<file path="src/rtl/cond_resolve_stage.sv">
// Condition-resolution stage: holds ALU flags, resolves 5-bit condition codes into a
// registered valid/ready result, and keeps saturating taken/total counters.
// Optional macro COND_FLAG_FWD_EN forwards same-cycle flag writes into the resolve.
module cond_resolve_stage #(
   parameter int TAG_W = 4,
   parameter int CNT_W = 16
) (
   input  logic             clk,
   input  logic             rst_n,
   input  logic             flag_wr,
   input  logic             flag_z,
   input  logic             flag_n,
   input  logic             flag_v,
   input  logic             flag_c,
   input  logic             cond_valid,
   output logic             cond_ready,
   input  logic [4:0]       cond_code,
   input  logic [TAG_W-1:0] cond_tag,
   output logic             res_valid,
   input  logic             res_ready,
   output logic             res_taken,
   output logic [TAG_W-1:0] res_tag,
   output logic [3:0]       flags_q,
   output logic [CNT_W-1:0] stat_taken,
   output logic [CNT_W-1:0] stat_total
);

   logic [3:0]       r_flags;
   logic             r_res_valid;
   logic             r_res_taken;
   logic [TAG_W-1:0] r_res_tag;
   logic [CNT_W-1:0] r_stat_taken;
   logic [CNT_W-1:0] r_stat_total;

   logic [3:0] w_f;
   logic       w_n, w_z, w_c, w_v;
   logic       w_sel;
   logic       w_taken;
   logic       w_acc;

`ifdef COND_FLAG_FWD_EN
   assign w_f = flag_wr ? {flag_n, flag_z, flag_c, flag_v} : r_flags;
`else
   assign w_f = r_flags;
`endif

   assign {w_n, w_z, w_c, w_v} = w_f;

   always_comb begin
      w_sel = 1'b0;
      case (cond_code[3:0])
         4'd0:  w_sel = w_z;
         4'd1:  w_sel = ~w_z;
         4'd2:  w_sel = w_c;
         4'd3:  w_sel = ~w_c;
         4'd4:  w_sel = w_n;
         4'd5:  w_sel = ~w_n;
         4'd6:  w_sel = w_v;
         4'd7:  w_sel = ~w_v;
         4'd8:  w_sel = w_c & ~w_z;
         4'd9:  w_sel = ~w_c | w_z;
         4'd10: w_sel = (w_n == w_v);
         4'd11: w_sel = (w_n != w_v);
         4'd12: w_sel = ~w_z & (w_n == w_v);
         4'd13: w_sel = w_z | (w_n != w_v);
         4'd14: w_sel = 1'b1;
         default: w_sel = 1'b0;
      endcase
   end

   assign w_taken    = w_sel ^ cond_code[4];
   // Single-entry slot: a draining result frees the slot in the same cycle.
   assign cond_ready = ~r_res_valid | res_ready;
   assign w_acc      = cond_valid & cond_ready;

   always_ff @(posedge clk or negedge rst_n) begin
      if (!rst_n) begin
         r_flags <= 4'b0000;
      end else if (flag_wr) begin
         r_flags <= {flag_n, flag_z, flag_c, flag_v};
      end
   end

   always_ff @(posedge clk or negedge rst_n) begin
      if (!rst_n) begin
         r_res_valid <= 1'b0;
         r_res_taken <= 1'b0;
         r_res_tag   <= '0;
      end else if (w_acc) begin
         r_res_valid <= 1'b1;
         r_res_taken <= w_taken;
         r_res_tag   <= cond_tag;
      end else if (res_ready) begin
         r_res_valid <= 1'b0;
      end
   end

   always_ff @(posedge clk or negedge rst_n) begin
      if (!rst_n) begin
         r_stat_taken <= '0;
         r_stat_total <= '0;
      end else if (w_acc) begin
         if (r_stat_total != '1)
            r_stat_total <= r_stat_total + 1'b1;
         if (w_taken && (r_stat_taken != '1))
            r_stat_taken <= r_stat_taken + 1'b1;
      end
   end

   assign res_valid  = r_res_valid;
   assign res_taken  = r_res_taken;
   assign res_tag    = r_res_tag;
   assign flags_q    = r_flags;
   assign stat_taken = r_stat_taken;
   assign stat_total = r_stat_total;

endmodule

</file>
<file path="config.mk">
export PLATFORM = sky130hd
export DESIGN_NAME = cond_resolve_stage
export DESIGN_NICKNAME = d
export VERILOG_FILES = /design/src/rtl/cond_resolve_stage.sv
export SDC_FILE = /design/constraint.sdc
export NUM_CORES = 1
export LEC_CHECK = 0
export CORE_MARGIN = 2
export CORE_UTILIZATION = 40
export DETAILED_ROUTE_END_ITERATION = 10
export PLACE_DENSITY_LB_ADDON = 0.3
export SYNTH_ARGS = -nofsm -noshare
export SYNTH_HDL_FRONTEND = slang
export SYNTH_SLANG_ARGS = --single-unit
</file>
<file path="constraint.sdc">
create_clock -name clk -period 2.5 [get_ports clk]
set_input_delay 0.5 -clock clk [delete_from_list [all_inputs] [get_ports clk]]
set_output_delay 0.5 -clock clk [all_outputs]
set_load 0.005 [all_outputs]
</file>
# == After elaboration in Yosys (flattened, before gate mapping) ==
# Index checks and enable logic that the tools add are counted.
# totals
reg_bits,42
in_bits,18
output_inout_bits,43
wordCells,46
# classes
add_sub_neg,2
eq_ne,18
n_mux,3
bitwise,12
reduce_logical,5
# ops
op,count
$add A16 B1 Y16 const B,2
$ne A16 B16 Y1 const B,2
$eq A4 B4 Y1 const B,7
$eq A4 B3 Y1 const B,4
$pmux W1 S15,1
$eq A4 B2 Y1 const B,2
$not A1 Y1,5
$eq A4 B1 Y1 const B,1
$logic_not A4 Y1,1
$reduce_and A2 Y1,2
$and A1 B1 Y1,3
$or A1 B1 Y1,3
$mux W1,2
$reduce_bool A2 Y1,1
$eq A1 B1 Y1,1
$logic_and A1 B1 Y1,1
$ne A1 B1 Y1,1
$xor A1 B1 Y1,1

# == Logic depth before layout (Yosys ltp) ==
# Gate-level depths: netlist of the first run.
# logic_depth
depth_word,6
depth_mapped,9
ltp_nobuf,8

# == Worst setup path after synthesis of the first run ==
# OpenSTA, ideal clock, no wires.
# synth_timing
path_kind,input port to flip-flop
start,input port cond_code[0]
end,"register r_stat_taken[1], in the netlist stat_taken[1]"
setup_ns,0.127
arrival_ns,2.051
required_ns,2.373
slack_ns,0.322
stages,8
n_path_buf,1
cell_sequence,buf_4 > xnor2_1 > o221a_2 > a211oi_2 > nor4_4 > xnor2_4 > nand2_1 > mux2_1
# synth_between
elab_chain_len,5
elab_cells_between_ends,19
classes_between,eq/ne (14); mux (1); bitwise (1); reduce/logical (3)
# synth_rtl
item,line_no,source
start: declaration,17,"input logic [4:0] cond_code,"
$eq A4 B4 Y1 (tied with other cells),51,case (cond_code[3:0])
$pmux W1 S15 *,51,
$xor A1 B1 Y1 *,71,assign w_taken = w_sel ^ cond_code[4];
$logic_and A1 B1 Y1 *,105,if (w_taken && (r_stat_taken != '1))
$reduce_and A2 Y1 (no line) *,--,
end signal: assignment,106,r_stat_taken <= r_stat_taken + 1'b1;
end: declaration,32,logic [CNT_W-1:0] r_stat_taken;
# Every way passes the cells marked *; elsewhere a longest branch is shown, timed or not.
# A chain may end at the register's enable or synchronous reset.

# == Worst setup path in the final report of the first run ==
# layout_timing
start,input port cond_code[1]
end,"register r_stat_taken[5], in the netlist stat_taken[5]"
# The elaborated chain is that of the path after synthesis.

==> key figures, run 1 <==
Placed design
  – RD Place Congestion: 0.780
  – Placed cell count: 343
  – Count of buffers inserted at the top-level ports: 60
  – Total half-perimeter wirelength after legalization and detailed placement: about 3500 microns
  – DP Worst Slack: -194 ps

STA
  – Time the final worst path needs with I/O delays and setup: ~2400 ps
  – Final Worst Setup Slack: 133 ps
  – Final slew viol count: 0
  – Period utilisation layout: 94.7%
  – Pin slew with the least headroom to its limit: 628 ps
  – Setup repair after global routing missed its margin: no
  – Max frequency: 0.422 GHz
  – Clock Skews: 10.2 ps
  – Total setup violations reported at the end of the flow: 0
  – Rel. slew slack: 58.2%
  – Number of hold violations in the final report: 0

Global route
  – Global routing usage summed across all routing layers: 16.3%
  – Gr busiest metal: met2
  – Met3 usage in global routing: 3.29%
  – Overflow left after global routing: 0
  – Met2 layer usage reported by global route: 27.5%
  – Antenna violations before repair: 0
  – Number of global-route vias before repair: 1636
  – Routing usage on met1: 20.7%
  – Maximum number of pins on one net before global-route repair: 29
  – First-pass GRT wire length: 7780 microns

Floorplan
  – FP Rows: 26
  – Height of the die: ~77 microns
  – Die Area: 5890 sq um
  – Number of top-level pins: 61
  – Core region area: 5110 sq um
  – Chip width: approximately 77 microns
  – Initial cell density of the core: between 40% and 50%

Final layout
  – Fill cell count: 460
  – Layout net count: 300
  – Multi-input combinational cell area: 1020 sq um
  – Fraction of final layout cells with drive strength greater than 1: 13.6%
  – Syn-to-layout area delta: 41.9%
  – Commonest non-fill, non-tap cells in the layout: sky130_fd_sc_hd__clkdlybuf4s50_1, sky130_fd_sc_hd__dfrtp_1, sky130_fd_sc_hd__nand2_1
  – Layout Cells excl Fill: 350
  – Area occupied by registers: 1050 sq um
  – Number of diodes added for antenna fixing: 0
  – Most frequent standard cell in the layout excluding fill and tap cells: sky130_fd_sc_hd__clkdlybuf4s50_1

Flow run
  – Number of violations of the max-capacitance limit: 0

Yosys
  – Cell Area, Synth: 2120 sq um
  – Post-synthesis adder-cell area fraction: 1.18%
  – Share of cell area taken by muxes after synthesis: 3.66%
  – Synth cell types: 40
  – Main combinational cell family by area after synthesis: simple AND/OR/NAND/NOR gates
  – Mean cell area of the mapped netlist: 10.5 sq um
  – Warnings, synthesis: 0
  – Sequential area share after synthesis: 49.6%
  – Cells after synthesis: 201
  – Flop and latch count out of synthesis: 42
  – Syn Nets: 221
  – Post-synthesis xor/xnor area fraction: 13.7%
  – Post-synthesis share of cell area spent on and, or, nand and nor gates: 23.4%
  – Synth Area in Compound Gates: ~6.3%

CTS
  – Clock tree from TritonCTS: yes
  – Worst-Skew Late Latency: 290 ps
  – Register clock-pin slew on the reported worst setup and hold paths: 80 ps
  – Gates resized, CTS repair: 0
  – CTS H-Tree Depth: 2
  – Hold Buf Count CTS: 0
  – Number of buffers on the longest clock path: 2
  – Number of buffers inserted during clock tree synthesis: 5
  – Clock sinks: 42
  – CTS Root Buffer Type: sky130_fd_sc_hd__clkbuf_8
  – Setup Fix Bufs, Post-CTS: 0

Pwr
  – Peak supply drop: 531 uV
  – PD cells: approximately 680 nW/um^2
  – Standby leakage power: about 1.3 nW

Routing
  – DR vias/cell: 4.96
  – Residual antenna-violating net count after detailed routing: 0
  – Drt total wl: 4530 microns
  – Router iterations before antenna repair: 4
  – Wire length per cell after detailed routing: 12.9 microns
  – Routed vias: 1735
  – DRT iter0 DRCs: 73
  – Remaining design rule violation count: 0

Outcome
  – Result of the run: completed

Worst setup path
  – Critical path buffer and inverter count: 2
  – Critical path required time: 2710 ps
  – R2R cell count: 8
  – Cell-by-cell listing of the critical path: clkdlybuf4s50_1, mux2i_1, xor2_1, a211oi_2, nor4_4, xnor2_4, buf_4, a41oi_1, a31oi_1
  – Total number of cells along the worst setup path: 9
  – Worst Path Max Fanout: 6
  – Critical Path Slowest Stage Cell: sky130_fd_sc_hd__clkdlybuf4s50_1
  – Reg-to-reg critical path startpoint: flags_q[0]
  – Worst r2r dst: stat_taken[5]
  – Type of the setup path with the least slack: in2reg
  – Critical Path AT: 2580 ps
  – Crit. Startpoint: cond_code[1]
  – Termination of the worst setup path: stat_taken[5]
  – R2R Setup Slk: approximately 370 ps
  – Gate family responsible for the most delay along the worst path: buffers and inverters
  – Delay of the slowest critical-path stage: around 500 ps
  – Startpoint type of the worst setup path: primary input
  – Worst Setup End Kind: flop

Min path
  – Hold WC Path Type: in2async
## state kept, by name, indices dropped and copies added, names as in the netlist
signal and count:
stat_total 16, res_taken 1, res_valid 1, res_tag 4, stat_taken 16, flags_q 4
## through the flow
stage | setup TNS (ps) | total power (W) | cell area (sq um) | hold slack, ps | utilization, %
2_1_floorplan | 0 | 0.00116 | 2120 | 204 | -
3_3_place_gp | -1430 | 0.00151 | 2890 | 462 | 56.7
3_5_place_dp | -2260 | 0.00152 | 2890 | 460 | 56.7
4_1_cts | 0 | 0.00207 | 3010 | 242 | 58.9
5_1_grt | 0 | 0.00218 | 3010 | 267 | 58.9
6_report | 0 | 0.00204 | 3010 | 215 | 58.9
## worst min path at each step
| stage | end | start | cells past startpoint | slack, ps |
|---|---|---|---|---|
| after floorplan | flags_q[0] | rst_n | 0 | 200 |
| after global placement | res_tag[3] | res_tag[3] | 2 | 460 |
| after detailed placement | res_tag[2] | res_tag[2] | 2 | 460 |
| after CTS | stat_taken[4] | rst_n | 1 | 240 |
| after global routing | stat_taken[10] | rst_n | 1 | 270 |
| final | stat_taken[10] | rst_n | 1 | 220 |
## worst reg2reg max path: stages, from the launching register on
cell and delay [ps]:
sky130_fd_sc_hd__dfrtp_1 430, sky130_fd_sc_hd__xnor2_1 170, sky130_fd_sc_hd__mux2_2 290, sky130_fd_sc_hd__and3_4 180, sky130_fd_sc_hd__nor4_4 320, sky130_fd_sc_hd__xnor2_4 190, sky130_fd_sc_hd__buf_4 180, sky130_fd_sc_hd__a41oi_1 120
sky130_fd_sc_hd__a31oi_1 180
## cells in the mapped netlist (all sizes together)
master	count	share of area, %
and3	7	2.3
xor2	6	2.5
o21a	1	0.35
nor2	13	2.3
a21oi	5	1.2
nand3b	2	0.71
o21ai	2	0.47
nor3	3	0.71
mux2	6	3.2
a41oi	2	0.83
buf	3	1.1
inv	5	0.89
a31oi	3	1.6
nand4	10	3.2
a211oi	1	0.59
ha	2	1.2
and4	3	1.2
and2	1	0.30
clkbuf	1	0.18
dfrtp	42	50
mux2i	1	0.47
nand2	34	6.0
nand3	12	3.3
nor2b	2	0.59
nand2b	2	0.59
xnor2	25	11
nand4b	1	0.41
nor4	2	1.3
o221a	1	0.53
o21bai	2	0.71
nor3b	1	0.35
## layout make-up
cell class,instances,share of cell area (%)
Multi-Input combinational cell,150,34.0
Clock inverter,1,0.999
Timing Repair Buffer,76,23.8
Inverter,5,0.624
Sequential cell,42,35.0
Clock buffer,6,2.75
Tap cell,70,2.91
## power by group
group	total, W	switching (W)	internal [W]	leakage (nW)
combinational	0.000584	0.000215	0.000369	0.677
clock	0.000543	0.000223	0.000320	0.0573
sequential	0.000916	0.000125	0.000792	0.545
total	0.00204	0.000563	0.00148	1.28
## cells by family after synthesis
kind of cell,after synthesis
AO/OA/AOI/OAI,17
XOR/XNOR,31
adder cells (fa/ha/maj),2
buffers and inverters,9
flip-flops,42
multiplexers,7
AND/OR/NAND/NOR,93
## per-layer routing
layer	vias to the layer above	share of wire, %	routed length (microns)
li1	856	-	-
met1	825	45	2020
met2	45	50	2260
met3	9	3.9	177
met4	0	1.7	75
met5	-	0	0
(Power assumes the default switching activity.)
==> run 2, diff against run 1 <==
Settings changed: CORE_MARGIN 2 to default, CTS_CLUSTER_DIAMETER from default to 40.
==> key figures, run 2 (synthesized netlist as in run 1, its figures left out) <==
Routing
  – Drt total wl: 4260 microns (-6.0%)
  – Router iterations before antenna repair: 4 (unchanged)
  – Wire length per cell after detailed routing: 12.3 microns (-5.2%)
  – DRT iter0 DRCs: 111 (+52%)
  – Remaining design rule violation count: 0 (unchanged)
  – Residual antenna-violating net count after detailed routing: 0 (unchanged)
  – DR vias/cell: 4.95 (about the same)
  – Routed vias: 1719 (-0.92%)

Placed design
  – Count of buffers inserted at the top-level ports: 60 (unchanged)
  – Total half-perimeter wirelength after legalization and detailed placement: 3180 microns (-9.0%)
  – RD Place Congestion: 0.802 (+2.8%)
  – DP Worst Slack: -136 ps (+58.3 ps)
  – Placed cell count: 339 (-1.2%)

Worst setup path
  – Reg-to-reg critical path startpoint: stat_total[4]
  – Worst Path Max Fanout: 14 (+8)
  – Crit. Startpoint: cond_code[1]
  – Worst r2r dst: stat_total[7]
  – Type of the setup path with the least slack: in2reg
  – Total number of cells along the worst setup path: 9 (unchanged)
  – Delay of the slowest critical-path stage: 490 ps (about the same)
  – Cell-by-cell listing of the critical path: clkdlybuf4s50_1, mux2i_1, xor2_1, a211oi_2, nor4_4, xnor2_4, buf_12, nand4b_1, xnor2_1
  – Critical Path AT: 2490 ps (-90 ps)
  – Termination of the worst setup path: stat_taken[13]
  – Startpoint type of the worst setup path: primary input
  – Gate family responsible for the most delay along the worst path: buffers and inverters
  – Worst Setup End Kind: flop
  – Critical path required time: 2670 ps (-40 ps)
  – R2R cell count: 7 (-1)
  – R2R Setup Slk: 380 ps (about the same)
  – Critical Path Slowest Stage Cell: sky130_fd_sc_hd__clkdlybuf4s50_1
  – Critical path buffer and inverter count: 2 (unchanged)

CTS
  – CTS H-Tree Depth: 2 (unchanged)
  – Register clock-pin slew on the reported worst setup and hold paths: 80 ps (about the same)
  – Setup Fix Bufs, Post-CTS: 0 (unchanged)
  – CTS Root Buffer Type: sky130_fd_sc_hd__clkbuf_8
  – Hold Buf Count CTS: 0 (unchanged)
  – Gates resized, CTS repair: 0 (unchanged)
  – Clock sinks: 42 (unchanged)
  – Number of buffers inserted during clock tree synthesis: 5 (unchanged)
  – Number of buffers on the longest clock path: 2 (unchanged)
  – Worst-Skew Late Latency: 290 ps (about the same)
  – Clock tree from TritonCTS: yes

STA
  – Post-Route Setup TNS: 0 ps (unchanged)
  – Total setup violations reported at the end of the flow: 0 (unchanged)
  – Pin slew with the least headroom to its limit: 560 ps (-67.3 ps)
  – Max frequency: 0.432 GHz (+2.1%)
  – Time the final worst path needs with I/O delays and setup: 2320 ps (-49.7 ps)
  – Final Worst Setup Slack: 183 ps (+49.7 ps)
  – Rel. slew slack: 62.4% (+4.2 points)
  – Final slew viol count: 0 (unchanged)
  – Setup repair after global routing missed its margin: no
  – Number of hold violations in the final report: 0 (unchanged)
  – Tightest hold margin: 263 ps (+47.8 ps)
  – Clock Skews: 8.13 ps (-2.10 ps)
  – Period utilisation layout: 92.7% (-2.0 points)

Floorplan
  – Die Area: 5590 sq um (-5.1%)
  – Initial cell density of the core: 41.5% (unchanged)
  – Core region area: 5110 sq um (unchanged)
  – FP Rows: 26 (unchanged)
  – Chip width: 74.8 microns (-2.6%)
  – Number of top-level pins: 61 (unchanged)
  – Height of the die: 74.8 microns (-2.6%)

Final layout
  – Area occupied by registers: 1050 sq um (unchanged)
  – Commonest non-fill, non-tap cells in the layout: sky130_fd_sc_hd__clkdlybuf4s50_1, sky130_fd_sc_hd__dfrtp_1, sky130_fd_sc_hd__nand2_1
  – Fraction of final layout cells with drive strength greater than 1: 12.6% (-0.94 points)
  – Fill cell count: 451 (-2.0%)
  – Syn-to-layout area delta: 42.5%
  – Layout net count: 296 (-1.3%)
  – Multi-input combinational cell area: 1020 sq um (unchanged)
  – Number of diodes added for antenna fixing: 0 (unchanged)
  – Most frequent standard cell in the layout excluding fill and tap cells: sky130_fd_sc_hd__clkdlybuf4s50_1
  – Layout Cells excl Fill: 347 (-0.86%)

Pwr
  – Standby leakage power: 1.28 nW (about the same)
  – Peak supply drop: 470 uV (-11%)
  – PD cells: 713 nW/um^2 (+4.8%)
  – Total design power: 0.00215 W (+5.3%)

Global route
  – Antenna violations before repair: 0 (unchanged)
  – Number of global-route vias before repair: 1547 (-5.4%)
  – Global routing usage summed across all routing layers: 15.9% (-0.35 points)
  – Overflow left after global routing: 0 (unchanged)
  – First-pass GRT wire length: 6800 microns (-13%)
  – Maximum number of pins on one net before global-route repair: 43 (+48%)

Min path
  – Hold WC Path Type: in2async

Flow run
  – Number of violations of the max-capacitance limit: 0 (unchanged)

Outcome
  – Result of the run: completed
[run 2: power breakdown]
part	leakage, nW	internal (W)	switching (W)
logic	0.662	0.000368	0.000210
clock network	0.0714	0.000426	0.000226
registers	0.545	0.000791	0.000130
[run 2: stage by stage]
stage          util [%]  instance area, sq um
3_5_place_dp       56.3                  2880
4_1_cts            59.1                  3020
6_report           59.1                  3020
2_1_floorplan         -                  2120
3_3_place_gp       56.3                  2880
5_1_grt            59.1                  3020
[run 2: layout make-up]
type | instances | area share, %
Clock buffer | 6 | 2.74
Inverter | 5 | 0.622
Sequential cell | 42 | 34.8
Multi-Input combinational cell | 150 | 33.8
Timing Repair Buffer | 72 | 23.1
Tap cell | 70 | 2.90
Clock inverter | 2 | 1.99
[run 2: routing by layer]
metal / global-route usage (%) / share of wire (%) / up-vias
li1: - / - / 847
met1: 19.0 / 45 / 835
met5: 0 / 0 / -
met4: 4.82 / 0.84 / 0
met2: 27.6 / 50 / 33
met3: 4.69 / 3.7 / 4
[run 2: worst min path at each step]
stage          slack (ps)  cells after the start  startpoint             end
4_1_cts               290                      2       rst_n      flags_q[3]
6_report              260                      2       rst_n  stat_taken[13]
5_1_grt               310                      2       rst_n  stat_taken[10]
3_5_place_dp          470                      2   res_taken       res_taken
3_3_place_gp          460                      2  res_tag[2]      res_tag[2]
2_1_floorplan         200                      0       rst_n      flags_q[0]
[run 2: worst register-to-register path, stage by stage, from the launching register on]
cell	delay, ps
sky130_fd_sc_hd__dfrtp_1	450
sky130_fd_sc_hd__and4_1	280
sky130_fd_sc_hd__and4_1	260
sky130_fd_sc_hd__and3_1	230
sky130_fd_sc_hd__a31oi_4	200
sky130_fd_sc_hd__and3_1	320
sky130_fd_sc_hd__nand4_1	150
sky130_fd_sc_hd__xnor2_1	140
